===== src/rtl/rate_enb_multi.sv =====
// Multi-channel rate enable generator: each channel emits single-cycle enable
// pulses either periodically (while run is high) or once per trigger (one-shot).
module rate_enb_multi #(
  parameter int NCH     = 4,
  parameter int DIVW    = 16,
  parameter int RATE_HZ = 9600,
  parameter int CLKFREQ = 100_000_000,
  localparam int CHW    = (NCH > 1) ? $clog2(NCH) : 1
) (
  input  logic            clk,
  input  logic            rst_n,
  input  logic [NCH-1:0]  clr,
  input  logic [NCH-1:0]  run,
  input  logic [NCH-1:0]  trig,
  input  logic            wr_en,
  input  logic [CHW-1:0]  wr_ch,
  input  logic [DIVW-1:0] wr_div,
  input  logic            wr_mode,
  output logic [NCH-1:0]  enb_out,
  output logic [NCH-1:0]  busy,
  output logic            wr_err
);

  localparam int              DEF_DIV   = CLKFREQ / RATE_HZ;
  localparam logic [DIVW-1:0] DEF_DIV_L = DIVW'(DEF_DIV);
  localparam logic [DIVW-1:0] ONE       = DIVW'(1);
  localparam logic [CHW:0]    NCH_L     = (CHW+1)'(NCH);

  if (DEF_DIV < 1 || longint'(DEF_DIV) >= (longint'(1) << DIVW)) begin : g_bad_def_div
    $error("rate_enb_multi: CLKFREQ/RATE_HZ does not fit a nonzero DIVW-bit divisor");
  end

  logic [DIVW-1:0] cnt_q [NCH];
  logic [DIVW-1:0] cnt_d [NCH];
  logic [DIVW-1:0] div_q [NCH];
  logic [DIVW-1:0] div_d [NCH];
  logic [NCH-1:0]  mode_q, mode_d;
  logic [NCH-1:0]  busy_q, busy_d;
  logic [NCH-1:0]  enb_q, enb_d;
  logic            wr_err_q, wr_err_d;

  logic            wrValid;
  logic [NCH-1:0]  wrHit;
  logic [NCH-1:0]  atTerm;

  // A write is only accepted for an existing channel and a nonzero divisor.
  always_comb begin
    wrValid = wr_en && (wr_div != '0) && ({1'b0, wr_ch} < NCH_L);
    wr_err_d = wr_en && !wrValid;
    wrHit = '0;
    for (int i = 0; i < NCH; i++) begin
      wrHit[i] = wrValid && (wr_ch == CHW'(i));
    end
  end

  // Terminal compare uses >= so a stray count can never run past div-1.
  always_comb begin
    atTerm = '0;
    for (int i = 0; i < NCH; i++) begin
      atTerm[i] = (cnt_q[i] >= (div_q[i] - ONE));
    end
  end

  // Per-channel next state: write beats clear, clear beats counting/trigger.
  always_comb begin
    cnt_d  = cnt_q;
    div_d  = div_q;
    mode_d = mode_q;
    busy_d = busy_q;
    enb_d  = '0;
    for (int i = 0; i < NCH; i++) begin
      if (wrHit[i]) begin
        div_d[i]  = wr_div;
        mode_d[i] = wr_mode;
        cnt_d[i]  = '0;
        busy_d[i] = 1'b0;
      end else if (clr[i]) begin
        cnt_d[i]  = '0;
        busy_d[i] = 1'b0;
      end else if (!mode_q[i]) begin
        if (run[i]) begin
          if (atTerm[i]) begin
            cnt_d[i] = '0;
            enb_d[i] = 1'b1;
          end else begin
            cnt_d[i] = cnt_q[i] + ONE;
          end
        end
      end else if (busy_q[i]) begin
        if (atTerm[i]) begin
          cnt_d[i]  = '0;
          busy_d[i] = 1'b0;
          enb_d[i]  = 1'b1;
        end else begin
          cnt_d[i] = cnt_q[i] + ONE;
        end
      end else if (trig[i]) begin
        cnt_d[i]  = '0;
        busy_d[i] = 1'b1;
      end
    end
  end

  always_ff @(posedge clk or negedge rst_n) begin
    if (!rst_n) begin
      for (int i = 0; i < NCH; i++) begin
        cnt_q[i] <= '0;
        div_q[i] <= DEF_DIV_L;
      end
      mode_q   <= '0;
      busy_q   <= '0;
      enb_q    <= '0;
      wr_err_q <= 1'b0;
    end else begin
      for (int i = 0; i < NCH; i++) begin
        cnt_q[i] <= cnt_d[i];
        div_q[i] <= div_d[i];
      end
      mode_q   <= mode_d;
      busy_q   <= busy_d;
      enb_q    <= enb_d;
      wr_err_q <= wr_err_d;
    end
  end

  assign enb_out = enb_q;
  assign busy    = busy_q;
  assign wr_err  = wr_err_q;

endmodule


===== config.mk =====
export PLATFORM = sky130hd
export DESIGN_NAME = rate_enb_multi
export DESIGN_NICKNAME = d
export VERILOG_FILES = /design/src/rtl/rate_enb_multi.sv
export SDC_FILE = /design/constraint.sdc
export NUM_CORES = 1
export LEC_CHECK = 0
export CAP_MARGIN = 20
export CORE_UTILIZATION = 45
export CTS_CLUSTER_DIAMETER = 40
export DETAILED_ROUTE_END_ITERATION = 8
export SYNTH_ARGS = -nofsm -noshare
export SYNTH_HDL_FRONTEND = slang
export SYNTH_SLANG_ARGS = --single-unit

===== constraint.sdc =====
create_clock -name clk -period 10.55 [get_ports clk]
set_input_delay 1.055 -clock clk [delete_from_list [all_inputs] [get_ports clk]]
set_output_delay 1.055 -clock clk [all_outputs]
set_load 0.005 [all_outputs]

==> impl_metrics.json <==
{
  "dpl.hpwl_mm": 14.40,
  "grt_pass1_wl_mm": 34.07,
  "fin_tns_setup_ns": 0,
  "coreArea_mm2": 0.01946,
  "fmax_mhz": 239.1,
  "end_kind": "register",
  "syn2layout_area_growth_pct": 14.80,
  "cts_max_path_buffers": 2,
  "io_buffers": 42,
  "synth_compound_area_share_pct": 11.68,
  "cts_setup_buffers": 0,
  "path_clk_slew_ns": 0.06,
  "clockRootBuffer": "clkbuf_16",
  "die_h_um": 143.1,
  "layout.cells.non_filler": 1247,
  "synthXorXnorAreaFrac_pct": 5.182,
  "place_ws_ns": 6.349,
  "setup_viol": 0,
  "htreeDepth": 4,
  "min_path_type": "reg2reg",
  "slew_violations": 0,
  "max-slew-margin-rel_pct": 33.76,
  "whs_endpoint": "cnt_q[62]",
  "power_mw": 1.584,
  "synthArstFlopShare_pct": 100.0,
  "muxShareOfSynthArea_pct": 9.260,
  "worstPathMaxFanout": 18,
  "ant_nets": 0,
  "synth_area_leaders": "dfrtp_1, ha_1, mux2_2, dfstp_2, nand2_1",
  "arrival_ns": 4.47,
  "p_per_area_mw_per_mm2": 154.0,
  "ff2ff_path_depth": 14,
  "insertedDiodeCount": 0,
  "finalWorstSetupSlack_ns": 6.368,
  "clkSinkCount": 141,
  "wire_per_inst_um": 16.18,
  "die_w_um": 143.1,
  "antenna_found_initial": 0,
  "synthSimpleGateAreaFrac_pct": 21.56,
  "netlist_area_mm2": 0.008959,
  "nFillCells": 1812,
  "tightest_slew_ns": 0.9899,
  "num_vias": 6964,
  "cp-start-kind": "register",
  "drive_gt1_share_pct": 14.46,
  "synth_top_area_share_pct": 33.80,
  "hold_viol": 0,
  "avgSynthCellArea_um2": 9.675,
  "reg2reg_slack_ns": 6.37,
  "critPathKind": "reg2reg",
  "syn_inst": 926,
  "utilization_pct": 52.84,
  "whs_path_depth": 1,
  "via_per_inst": 5.585,
  "grt_pass1_vias": 6685,
  "r2r_start": "div_q[25]",
  "synthAdderAreaFrac_pct": 10.06,
  "synth_top_family_by_area": "simple AND/OR/NAND/NOR gates",
  "cap_viol_max_count": 0,
  "first_pass_iters": 5,
  "p_leak_nw": 4.317,
  "yosysWarningCount": 0,
  "num-nets-final": 1075,
  "cts_resized": 0,
  "cts_tree": "yes",
  "ir_drop_uv": 121.2,
  "hp-start": "cnt_q[62]",
  "grt.total_usage_pct": 21.45,
  "rr_endpoint": "cnt_q[18]",
  "cts_hold_buf": 0,
  "ys_seq_area_share_pct": 39.66,
  "synth_edf_count": 0,
  "die_area_mm2": 0.02048,
  "cts_made_buffers": 17,
  "finalClockSkew_ns": 0.007785,
  "synth.distinct_cells": 59,
  "period_needed_ns": 4.182,
  "gr-total-overflow": 0,
  "drt_iter0_markers": 322,
  "initial_core_util_pct": 46.03,
  "synth-seq-cells": 141,
  "synth_nets": 1032,
  "outcome": "finished, final reports clean",
  "drc_errors": 0,
  "place_inst": 1213,
  "gp_congestion": 0.7862,
  "yosysTopAreaCell": "dfrtp_1",
  "rsz0062_at_grt": "false",
  "pin_count": 43,
  "required_ns": 10.84,
  "finalCritPeriodShare_pct": 39.64,
  "clock_latency_ns": 0.42,
  "grt_max_degree": 75,
  "ys_dominant_reg_cell": "dfrtp_1",
  "rows": 51,
  "routed_wl_mm": 20.17
}
[layout by cell type (no fill, tap or decap), types with 8 or more instances in the layout]
master,netlist,final
mux2i_1,12,12
dfstp_2,20,20
nand3_1,43,43
and3_1,28,28
a21oi_1,41,41
or3_1,16,16
nor4_1,20,20
o21ai_0,50,50
clkbuf_16,0,17
inv_1,33,33
o31ai_1,8,8
o22ai_1,9,9
nand2_1,76,76
nor2_1,45,45
nor2b_1,20,20
xor2_1,22,22
mux2_2,63,63
buf_4,0,8
or4_1,8,8
nand4_1,14,14
dfrtp_1,121,121
xnor2_1,31,31
nand2b_1,9,9
a22o_1,11,11
ha_1,72,72
nor3_1,33,32
clkdlybuf4s50_1,0,41
[kinds of logic (layout without fill, tap and decap cells)]
kind of cell    Yosys count  count (layout)
compound gates          169             169
mux                      75              75
buf+inv                  61             117
flops                   141             141
simple gates            355             355
xor+xnor                 53              53
fa+ha+maj                72              72
[flip-flops by register name, indices dropped and copies added (netlist names)]
name	flops
cnt_q	64
enb_out	4
mode_q	4
busy	4
wr_err	1
div_q	64
[where the power goes]
group          internal, mW  switching (mW)  leakage (nW)
registers             0.608          0.0682          1.79
clock network         0.366           0.234         0.278
logic                 0.151           0.156          2.24
[through the flow]
stage,cell area (um^2),hold slack (ns)
after CTS,10260,0.5083
after floorplan,8959,0.4702
after global placement,9674,0.4934
after global routing,10280,0.5309
final,10280,0.5043
after detailed placement,9674,0.5006
[synthesized netlist by cell type (11+ instances only)]
cell and count:
o21ai_0 50, mux2_2 63, nand3_1 43, nor3_1 33, xnor2_1 31, xor2_1 22, and3_1 28, or3_1 16
nand2_1 76, mux2i_1 12, nor2b_1 20, nor4_1 20, dfrtp_1 121, a21oi_1 41, a22o_1 11, dfstp_2 20
nand4_1 14, ha_1 72, nor2_1 45, clkbuf_1 22, inv_1 33
[worst max-delay path: stages, from the launching register on]
cell      delay, ns
dfrtp_1        0.41
or4_1          0.57
or3_1          0.34
or2_2          0.32
nor3_1         0.18
xnor2_1        0.15
ha_1           0.26
nand4_1        0.15
a211oi_1       0.07
nor3_1         0.16
o21ai_0        0.11
nor2_1         0.12
buf_4          0.24
nand3b_1       0.46
o311ai_0       0.50
[area by class of cell]
type / instances / area [um^2] / area share [%]
Sequential cell: 141 / 3553 / 34.55
Tap cell: 265 / 331.6 / 3.224
Timing Repair Buffer: 52 / 504.2 / 4.903
Clock inverter: 10 / 113.9 / 1.107
Clock buffer: 22 / 474.2 / 4.611
Inverter: 33 / 123.9 / 1.204
Multi-Input combinational cell: 724 / 5184 / 50.40
[per-layer routing]
layer	vias up	GRT usage [%]	part of all wire, %
met2	85	34.07	46
li1	3498	-	-
met1	3367	29.84	50
met4	0	5.320	1.2
met5	-	0	0
met3	14	4.192	2.8
[worst max path at each step]
| stage | start | end | slack (ns) |
|---|---|---|---|
| after floorplan | div_q[25] | cnt_q[25] | 6.95 |
| after global placement | div_q[25] | cnt_q[18] | 6.41 |
| after detailed placement | div_q[25] | cnt_q[18] | 6.35 |
| after CTS | div_q[25] | cnt_q[18] | 6.33 |
| after global routing | div_q[18] | cnt_q[18] | 5.94 |
| final | div_q[25] | cnt_q[18] | 6.37 |
No activity file was read; power rests on OpenSTA's default activity.
